### config.mk
export PLATFORM = sky130hd
export DESIGN_NAME = jtag_mem_bridge
export DESIGN_NICKNAME = d
export VERILOG_FILES = /design/src/rtl/jtag_mem_bridge.sv
export SDC_FILE = /design/constraint.sdc
export NUM_CORES = 1
export LEC_CHECK = 0
export CAP_MARGIN = 5
export CORE_MARGIN = 3
export CORE_UTILIZATION = 49
export DETAILED_ROUTE_END_ITERATION = 6
export GPL_TIMING_DRIVEN = 0
export PLACE_DENSITY = 0.81
export SLEW_MARGIN = 20
export SYNTH_ARGS = -nofsm -noshare
export SYNTH_HDL_FRONTEND = slang
export SYNTH_SLANG_ARGS = --single-unit
### constraint.sdc
create_clock -name clk -period 3.6 [get_ports clk]
set_input_delay 0.72 -clock clk [delete_from_list [all_inputs] [get_ports clk]]
set_output_delay 0.72 -clock clk [all_outputs]
set_load 0.005 [all_outputs]
### src/rtl/jtag_mem_bridge.sv
// ============================================================================
// jtag_mem_bridge : runs JTAG-latched commands as handshaked memory accesses
// Revision 1.0
// ============================================================================
`default_nettype none

module jtag_mem_bridge #(
  parameter int ADDR_W   = 16,
  parameter int DATA_W   = 16,
  parameter int TIMEOUT  = 255,
  parameter int INC_STEP = 1
) (
  input  logic              clk,
  input  logic              rst,
  input  logic              jtag_upd,
  input  logic [7:0]        jtag_instr,
  input  logic [DATA_W-1:0] jtag_din,
  output logic [DATA_W-1:0] jtag_dout,
  output logic              jtag_wr,
  output logic [ADDR_W-1:0] mem_addr,
  output logic [DATA_W-1:0] mem_wdata,
  input  logic [DATA_W-1:0] mem_rdata,
  output logic              mem_en,
  output logic              mem_wr,
  input  logic              mem_rdy,
  output logic              busy,
  output logic              err
);

  localparam logic [1:0] c_st_idle = 2'd0;
  localparam logic [1:0] c_st_acc  = 2'd1;
  localparam logic [1:0] c_st_done = 2'd2;

  localparam logic [7:0] c_cmd_set_addr  = 8'h01;
  localparam logic [7:0] c_cmd_read      = 8'h02;
  localparam logic [7:0] c_cmd_write     = 8'h03;
  localparam logic [7:0] c_cmd_read_inc  = 8'h04;
  localparam logic [7:0] c_cmd_write_inc = 8'h05;
  localparam logic [7:0] c_cmd_status    = 8'h06;
  localparam logic [7:0] c_cmd_clr_err   = 8'h07;

  // Wait counter only has to reach TIMEOUT-1: abort fires on the TIMEOUT-th cycle.
  localparam int                 c_cnt_w   = (TIMEOUT > 1) ? $clog2(TIMEOUT) : 1;
  localparam bit                 c_to_en   = (TIMEOUT != 0);
  localparam logic [c_cnt_w-1:0] c_to_last = (TIMEOUT == 0) ? '0 : c_cnt_w'(TIMEOUT - 1);
  localparam logic [ADDR_W-1:0]  c_inc     = ADDR_W'(INC_STEP);

  logic                r_upd_q;
  logic [1:0]          r_state;
  logic [ADDR_W-1:0]   r_addr_reg;
  logic                r_inc;
  logic [c_cnt_w-1:0]  r_wait;
  logic                r_to_err;
  logic                r_ovr_err;
  logic                w_edge;
  logic [DATA_W-1:0]   w_status;

  assign w_edge = jtag_upd & ~r_upd_q;
  assign err    = r_to_err | r_ovr_err;

  always_comb begin
    w_status      = '0;
    w_status[2:0] = {r_to_err, r_ovr_err, busy};
  end

  always_ff @(posedge clk or posedge rst) begin
    if (rst) begin
      r_upd_q    <= 1'b0;
      r_state    <= c_st_idle;
      r_addr_reg <= '0;
      r_inc      <= 1'b0;
      r_wait     <= '0;
      r_to_err   <= 1'b0;
      r_ovr_err  <= 1'b0;
      jtag_dout  <= '0;
      jtag_wr    <= 1'b0;
      mem_addr   <= '0;
      mem_wdata  <= '0;
      mem_en     <= 1'b0;
      mem_wr     <= 1'b0;
      busy       <= 1'b0;
    end else begin
      r_upd_q <= jtag_upd;
      jtag_wr <= 1'b0;

      case (r_state)
        c_st_idle: begin
          if (w_edge) begin
            case (jtag_instr)
              c_cmd_set_addr: r_addr_reg <= jtag_din[ADDR_W-1:0];
              c_cmd_read, c_cmd_write, c_cmd_read_inc, c_cmd_write_inc: begin
                r_state   <= c_st_acc;
                mem_en    <= 1'b1;
                mem_wr    <= jtag_instr[0];
                mem_addr  <= r_addr_reg;
                mem_wdata <= jtag_din;
                busy      <= 1'b1;
                r_inc     <= (jtag_instr == c_cmd_read_inc) || (jtag_instr == c_cmd_write_inc);
                r_wait    <= '0;
              end
              c_cmd_status: begin
                jtag_dout <= w_status;
                jtag_wr   <= 1'b1;
              end
              c_cmd_clr_err: begin
                r_to_err  <= 1'b0;
                r_ovr_err <= 1'b0;
              end
              default: ;
            endcase
          end
        end

        c_st_acc: begin
          // Completion takes priority over a timeout expiring in the same cycle.
          if (mem_rdy) begin
            mem_en  <= 1'b0;
            r_state <= c_st_done;
            if (!mem_wr) begin
              jtag_dout <= mem_rdata;
              jtag_wr   <= 1'b1;
            end
            if (r_inc) r_addr_reg <= r_addr_reg + c_inc;
          end else if (c_to_en && (r_wait == c_to_last)) begin
            mem_en   <= 1'b0;
            r_state  <= c_st_done;
            r_to_err <= 1'b1;
            if (!mem_wr) begin
              jtag_dout <= '1;
              jtag_wr   <= 1'b1;
            end
          end else begin
            r_wait <= r_wait + c_cnt_w'(1);
          end
        end

        c_st_done: begin
          r_state <= c_st_idle;
          busy    <= 1'b0;
        end

        default: begin
          r_state <= c_st_idle;
          mem_en  <= 1'b0;
          busy    <= 1'b0;
        end
      endcase

      if (w_edge && (r_state != c_st_idle)) r_ovr_err <= 1'b1;
    end
  end

endmodule

`default_nettype wire

==> out/results.txt, run 1 <==
Main synth FF type -> dfrtp_1
fin area -> 5190 um^2
number of max-cap violations -> 0
Setup violations, final -> 0
FF-to-FF path depth -> 7
TritonCTS clock tree -> built
Routed WL -> 10.2 mm
highest metal used -> met4
Clock transition at path regs -> 70 ps
startpoint types -> primary input
CP max stage cell -> or4_4
CP Buf/Inv Count -> 2
Die Ht -> 95.0 um
WP depth -> 7
Multi-input gate area -> 1680 um^2
status -> finished, final reports clean
Hold Crit Class -> register to register
global-route wire length before repair -> 16.7 mm
Pint -> 1560 uW
clock sinks -> 82
Fill cells -> 617
H-tree Lvls -> 3
CP delay by family, top -> simple AND/OR/NAND/NOR gates
Sequential Power Share -> 51.6%
TritonCTS Buffers -> 9
DR iter-0 viols -> 271
Synth cell types -> 47
power per cell area -> 397 nW/um^2
Post-synth EDFFs -> 0
data arrival time of the critical path -> 2730 ps
highest clock rate -> 398 MHz
Core Region -> 7450 um^2
Synth top area share -> 52.9%
antenna cells -> 0
share of cells above drive strength 1 -> 6.81%
average vias per placed instance -> 5.71
total number of yosys warnings -> 0
peak supply drop -> 0.239 mV
Worst-Margin Slew -> 580 ps
RSZ-0062 raised after global routing -> no
# rows -> 31
Clock power frac -> 33.4%
Top Ports -> 97
# DRC -> 0
combinational group share of total power -> 15.0%
GRT Resource Usage Total -> 23.8%
Hold Buf Count CTS -> 0
worst-path cell chain -> clkdlybuf4s50_1 > or4_4 > nor3_4 > a32oi_2 > buf_2 > o21ai_0 > o21ai_0
antenna violations before repair -> 0
die width -> 95.0 um
synthesized area -> 3880 um^2
die area -> 9020 um^2
clock root buffer -> clkbuf_8
placed cell area -> 4980 um^2
post-route met1 wirelength -> 4.36 mm
post-DP HPWL -> 7.48 mm
Syn Nets -> 479
drt wl/cell -> 15.9 um
cell count after synthesis -> 432
grt ovf -> 0
fin crit period -> 2510 ps
hold depth -> 2
Synth area leader -> dfrtp_1
slew margin rel. -> 61.1%
Detail Route met2 WL -> 4.94 mm
Pre-antenna DRT Iters -> 5
clk_lat worst skew -> 350 ps
ys async rst share -> 100%
post-synthesis sequential area ratio -> 52.9%
Switching Share -> 24.4%
final slew viol count -> 0
top post-synthesis cells by area -> dfrtp_1 (53%), nand2_1 (12%), nor2_1 (3.2%)
DR vias -> 3665
crit share post-route -> 69.8%
Static Leak -> 0.00240 uW
Synth Register Bits -> 82
Post-DRT Antenna Nets -> 0
Clock Path Buffers -> 2
Switching Power -> 503 uW
CP Max Fanout -> 10
RD Place Congestion -> 0.910
number of global-route vias before repair -> 3475
crit path capture type -> register
setup bufs post-CTS -> 0
dpl cells -> 627
FF+latch area -> 2050 um^2
Critical Path Max Stage Delay -> 570 ps
largest net degree at the start of global routing -> 49
final cell count without fillers -> 642
layout net count -> 586
worst path required time -> 3820 ps
WS Path Type -> primary input to register
final hold vios -> 0
Area Overhead vs Synth -> 33.7%
Top cell by count, worst path -> o21ai_0
Setup Skew -> 6.34 ps
met3 WL post-DR -> 684 um
PortBufs -> 95
initial core utilization -> 52.1%
post-CTS sizing -> 0
synthesized area per cell -> 8.98 um^2
## worst min-delay path: stages (launching register included)
cell and delay [ps]:
dfrtp_1 350, nand2_1 50, nand2_1 50
## power by group through the flow
| stage | sequential [uW] | clock, uW | combinational, uW |
|---|---|---|---|
| final | 1060 | 688 | 309 |
| after CTS | 1060 | 702 | 313 |
| after detailed placement | 1080 | 0 | 311 |
| after global placement | 1080 | 0 | 299 |
| after floorplan | 1070 | 0 | 123 |
| after global routing | 1080 | 743 | 341 |
## metal layers
layer	vias up	global-route usage [%]
li1	1694	-
met1	1804	32.0
met2	148	39.0
met3	19	3.27
met4	0	9.25
met5	-	0
## area by class of cell
cell class,instances,area share [%]
Tap cell,99,2.39
Multi-Input combinational cell,316,32.4
Clock inverter,2,0.675
Sequential cell,82,39.5
Inverter,9,0.699
Timing Repair Buffer,96,18.9
Buffer,25,2.17
Clock buffer,13,3.26
## layout by cell type (no fill, tap or decap), types with 9 or more instances in the layout
cell type and count:
nand2_1 125, clkdlybuf4s50_1 95, dfrtp_1 82, nor2_1 33
o21ai_0 20, a21oi_1 20, nor2b_1 15, clkbuf_1 14
o22ai_1 13, clkbuf_8 12, o22a_1 11, nand3_1 9
buf_2 9, a31oi_1 9
## kinds of logic after synthesis
logic type,share of synthesized area [%]
and+or+nand+nor,25.1
DFF,52.9
buffers and inverters,3.77
muxes,1.42
xor gates and xnor gates,1.13
AOI/OAI and AO/OA,14.8
adders and majority gates,0.968
## through the flow
step                      power [uW]  hold WS [ps]  util [%]  setup TNS, ps  setup WS, ps
after floorplan                 1200           461         -              0           772
after global placement          1380           450      66.5         -39600          -487
after detailed placement        1390           457      66.9              0           743
after CTS                       2080           473      69.7              0          1110
after global routing            2160           502      69.7              0           979
final                           2060           470      69.7              0          1090
## final timing paths
kind | startpoint | endpoint | slack (ps)
setup / recovery | jtag_instr[3] | r_addr_reg[2] | 1090
hold / removal | mem_wdata[8] | mem_wdata[8] | 470
setup reg to reg | r_wait[0] | jtag_dout[0] | 1540
hold reg to reg | mem_wdata[8] | mem_wdata[8] | 470
max in group asynchronous | rst | mem_en | 2260
min in group asynchronous | rst | mem_wdata[10] | 740
## synth_stat cells (2+ instances only)
library cell  number
a21oi_1           20
a31oi_1            9
a32oi_1            2
and3_1             3
and4_1             2
buf_1              2
buf_2              9
clkbuf_1          13
dfrtp_1           82
ha_1               3
inv_1              9
mux2_4             3
nand2_1          125
nand3_1            9
nand4_1            8
nor2_1            33
nor2b_1           15
nor3_1             3
nor3_4             2
nor3b_1            2
nor4_1             4
o21a_1             2
o21ai_0           20
o21ai_1            3
o22a_1            11
o22ai_1           13
o31ai_1            2
xnor2_1            4
Note: power is estimated with default switching activity, not from simulation.
==> run 2: changes to the inputs <==
==> constraint.sdc (replaced) <==
create_clock -name clk -period 2.5 [get_ports clk]
set_input_delay 0.5 -clock clk [delete_from_list [all_inputs] [get_ports clk]]
set_output_delay 0.5 -clock clk [all_outputs]
set_load 0.005 [all_outputs]
==> run 2 against run 1 <==
Against the previous run:
- non-clock buffer count is 1 higher
- sequential power is 44% higher
- total power is 48% higher
- critical path depth stayed put
- register-to-register slack worse by 1200 ps
- clock skew is 1.6 ps higher
- routed wire length is 0.17% higher
- critical endpoint unchanged
- clock power is 56% higher
- hold slack better by 1.5 ps
- first-iteration DRC count is 21% higher
- via count is 1.9% lower
- combinational power is 46% higher
==> out/results.txt, run 2 (synthesis gave the netlist of run 1 again) <==
Multi-input gate area -> 1680 um^2
Setup Skew -> 7.91 ps
post-CTS sizing -> 0
slew margin rel. -> 59.7%
DR iter-0 viols -> 329
drt wl/cell -> 15.9 um
Area Overhead vs Synth -> 34.7%
die area -> 9020 um^2
placed cell area -> 5000 um^2
crit share post-route -> 91.4%
number of max-cap violations -> 0
TritonCTS clock tree -> built
most frequent cells in the layout -> nand2_1 (125), clkdlybuf4s50_1 (95), dfrtp_1 (82), nor2_1 (33)
fin area -> 5230 um^2
Post-DRT Antenna Nets -> 0
initial core utilization -> 52.1%
worst path required time -> 2720 ps
grt met2 use -> 38.3%
Pre-antenna DRT Iters -> 5
Static Leak -> 0.00241 uW
GR peak layer -> met2
TritonCTS Buffers -> 9
# rows -> 31
share of cells above drive strength 1 -> 7.34%
commonest non-fill, non-tap cell in the layout -> nand2_1
global-route wire length before repair -> 16.6 mm
average vias per placed instance -> 5.59
Die Ht -> 95.0 um
highest clock rate -> 438 MHz
final hold vios -> 0
clk_lat worst skew -> 360 ps
Top Ports -> 97
status -> finished, final reports clean
number of global-route vias before repair -> 3455
die width -> 95.0 um
GR Util met1 -> 31.9%
FF+latch area -> 2050 um^2
final slew viol count -> 0
pre-CTS setup slack -> -135 ps
grt met3 use -> 6.69%
antenna violations before repair -> 0
antenna cells -> 0
Fill cells -> 592
startpoint types -> primary input
crit path capture type -> register
grt ovf -> 0
fin crit period -> 2290 ps
Hold Crit Class -> register to register
Worst-Margin Slew -> 600 ps
CP Max Fanout -> 10
GRT Resource Usage Total -> 23.9%
Layout Utilization -> 70.2%
RD Place Congestion -> 0.903
Hold Buf Count CTS -> 0
PortBufs -> 95
final worst setup slack -> 215 ps
data arrival time of the critical path -> 2510 ps
Core Region -> 7450 um^2
clock root buffer -> clkbuf_8
Setup violations, final -> 0
# DRC -> 0
DR vias -> 3597
WS Path Type -> primary input to register
setup bufs post-CTS -> 0
H-tree Lvls -> 3
RSZ-0062 raised after global routing -> no
post-DP HPWL -> 7.67 mm
peak supply drop -> 0.468 mV
largest net degree at the start of global routing -> 35
Routed WL -> 10.2 mm
layout net count -> 587
power per cell area -> 584 nW/um^2
clock sinks -> 82
Clock transition at path regs -> 80 ps
Clock Path Buffers -> 2
run 2: cell types whose count changed in the layout (fill, tap and decap cells not counted), sizes merged:
cell,previous run,this run
buf,13,14
bufinv,1,2
clkbuf,26,23
clkinv,1,3
clkinvlp,0,2
inv,9,8
run 2: per-layer routing:
| metal | up-vias | wire (um) |
|---|---|---|
| met3 | 15 | 743 |
| met2 | 154 | 4970 |
| met4 | 0 | 156 |
| li1 | 1701 | - |
| met5 | - | 0 |
| met1 | 1727 | 4350 |
run 2: metrics by stage:
stage | hold WS [ps] | cells | total power [uW] | setup TNS, ps
finish | 471 | 644 | 3050 | 0
global route | 498 | 644 | 3190 | 0
CTS | 475 | 644 | 3070 | 0
detailed placement | 457 | 628 | 2010 | -4060
global placement | 450 | 626 | 1980 | -1780
floorplan | 461 | 432 | 1720 | 0
run 2: final timing paths:
kind                          startpoint             to  slack [ps]  cells past startpoint
max                        jtag_instr[3]  r_addr_reg[2]         210                      7
min                        mem_wdata[10]  mem_wdata[10]         470                      2
max reg2reg                    r_wait[0]   jtag_dout[2]         390                      7
min reg2reg                mem_wdata[10]  mem_wdata[10]         470                      2
max in group asynchronous            rst   mem_addr[10]        1440                      3
min in group asynchronous            rst      r_wait[0]         520                      2
run 2: report_power, final:
group	switching (uW)	internal (uW)	total [uW]	leakage (uW)
registers	94.4	1440	1530	0.00111
logic	180	271	451	0.00118
clock network	479	591	1070	0.000112
total	753	2300	3050	0.00241
run 2: cell type report:
type	count	share of cell area, %
inverter	9	0.718
sequential	82	39.3
multi-input combinational	316	32.2
tap	99	2.37
clock buffer	10	2.63
timing repair buffer	97	19.0
clock inverter	6	1.72
buffer	25	2.15
run 2: worst max-delay path, cell delays in order:
cell and delay, ps:
clkdlybuf4s50_1 420, or4_4 560, nor3_4 280, a32oi_2 170, buf_2 240, o21ai_0 220, o21ai_0 110
==> run 3: changes to the inputs <==
==> constraint.sdc (replaced) <==
create_clock -name clk -period 2.3 [get_ports clk]
set_input_delay 0.46 -clock clk [delete_from_list [all_inputs] [get_ports clk]]
set_output_delay 0.46 -clock clk [all_outputs]
set_load 0.005 [all_outputs]
==> run 3 against run 2 <==
Against the previous run:
- the run now ends with setup timing left
- sequential share of layout area fell by 0.32 points
- cell count rose by 0.62%
- hold slack improved by 0.55 ps
- first-iteration DRC count fell by 8.5%
- clock skew barely moved
- core utilization rose by 0.57 points
- combinational power rose by 9.1%
- count of clock-buffer cells in the layout did not move
- setup slack got worse by 270 ps
- register-to-register slack got worse by 260 ps
- sequential cell count did not move
- final area rose by 0.81%
- critical path type unchanged
- critical endpoint is now jtag_dout[7]
==> out/results.txt, run 3 (synthesis gave the netlist of run 1 again) <==
Setup violations, final -> 10
# rows -> 31
antenna violations before repair -> 0
failing checks -> setup timing
Area Overhead vs Synth -> 35.8%
hold depth -> 2
Pint -> 2500 uW
highest clock rate -> 424 MHz
Top Ports -> 97
slew margin rel. -> 59.3%
final worst setup slack -> -55.8 ps
Static Leak -> 0.00243 uW
clock sinks -> 82
clock root buffer -> clkbuf_8
Sequential Power Share -> 50.2%
Post-DRT Antenna Nets -> 0
startpoint types -> primary input
H-tree Lvls -> 3
GRT Resource Usage Total -> 23.9%
crit path capture type -> register
reg2reg setup slack -> 130 ps
Clock Path Buffers -> 2
DR vias -> 3664
final cell count without fillers -> 648
average vias per placed instance -> 5.65
grt ovf -> 0
crit share post-route -> 102%
Power, Total -> 3320 uW
Hold Startpoint -> mem_addr[5]
commonest non-fill, non-tap cell in the layout -> nand2_1
number of max-cap violations -> 0
layout net count -> 591
DR iter-0 viols -> 301
FF-to-FF End -> jtag_dout[7]
initial core utilization -> 52.1%
final hold vios -> 0
die width -> 95.0 um
Setup crit end -> jtag_dout[7]
RD Place Congestion -> 0.903
Worst-Margin Slew -> 606 ps
drt wl/cell -> 16.1 um
WS Path Type -> primary input to register
status -> finished, violations left
share of cells above drive strength 1 -> 8.01%
Setup Skew -> 8.29 ps
fin crit period -> 2360 ps
Die Ht -> 95.0 um
worst path required time -> 2520 ps
CP Max Fanout -> 10
FF-to-FF path depth -> 6
Switching Share -> 24.7%
combinational group share of total power -> 14.8%
most frequent cells in the layout -> nand2_1 (125), clkdlybuf4s50_1 (95), dfrtp_1 (82), nor2_1 (33)
number of global-route vias before repair -> 3455
Detail Route met2 WL -> 5.05 mm
Pre-antenna DRT Iters -> 5
largest net degree at the start of global routing -> 35
peak supply drop -> 0.508 mV
Clock power frac -> 35.0%
Core Region -> 7450 um^2
data arrival time of the critical path -> 2580 ps
PortBufs -> 95
Switching Power -> 820 uW
clk_lat worst skew -> 350 ps
reg-to-reg startpoint -> r_upd_q
Hold Crit Class -> register to register
Routed WL -> 10.4 mm
highest metal used -> met4
TritonCTS clock tree -> built
Clock transition at path regs -> 80 ps
die area -> 9020 um^2
met3 WL post-DR -> 800 um
TritonCTS Buffers -> 9
critical path startpoint -> jtag_upd
post-DP HPWL -> 7.67 mm
power per cell area -> 630 nW/um^2
final slew viol count -> 0
# DRC -> 0
Layout Utilization -> 70.7%
post-route met1 wirelength -> 4.43 mm
antenna cells -> 0
global-route wire length before repair -> 16.6 mm
dpl cells -> 628
## run 3: cell types whose count changed in the layout (fill, tap and decap cells not counted)
cell,previous run,this run
buf_12,2,3
buf_4,0,3
## run 3: power by group through the flow
stage | logic, uW | clock network [uW] | registers, uW
final | 492 | 1160 | 1670
after global routing | 541 | 1250 | 1680
after CTS | 496 | 1180 | 1660
after detailed placement | 494 | 0 | 1690
after global placement | 469 | 0 | 1690
after floorplan | 194 | 0 | 1680
## run 3: area by class of cell
class	count	area (um^2)
inverters	9	37.5
repair buffers	101	1030
multi-input cells	316	1680
plain buffers	25	113
clock inverters	6	90.1
fillers	583	2180
clock buffers	10	138
well taps	99	124
flip-flops and latches	82	2050
## run 3: worst max-delay path, cell delays in order
cell,delay [ps]
clkdlybuf4s50_1,540
nand2b_4,120
a2111oi_0,570
nand4_1,240
a21oi_2,260
buf_2,270
o22ai_1,120
## run 3: worst min-delay path by stage
stage                     to
2_1_floorplan    mem_addr[4]
3_3_place_gp   mem_wdata[11]
3_5_place_dp     mem_addr[1]
4_1_cts          mem_addr[5]
5_1_grt          mem_addr[1]
6_report         mem_addr[5]
## run 3: metrics by stage
stage | area (um^2) | hold WS (ps) | setup TNS (ps) | setup slack [ps]
2_1_floorplan | 3880 | 461 | 0 | 393
3_3_place_gp | 4960 | 450 | -12900 | -255
3_5_place_dp | 5000 | 457 | -14450 | -295
4_1_cts | 5230 | 475 | 0 | 58.7
5_1_grt | 5270 | 498 | -172 | -31.3
6_report | 5270 | 472 | -478 | -55.8
## run 3: per-layer routing
| layer | track usage [%] | vias to the layer above |
|---|---|---|
| met3 | 6.69 | 17 |
| met1 | 31.9 | 1759 |
| met4 | 6.85 | 0 |
| met2 | 38.3 | 178 |
| met5 | 0 | - |
| li1 | - | 1710 |
## run 3: repair_timing
action / in CTS / in global routing
hold buffers: 0 / 0
setup endpoints to repair: 0 / 32
buffers inserted: 0 / 4
resized for setup: 0 / 0
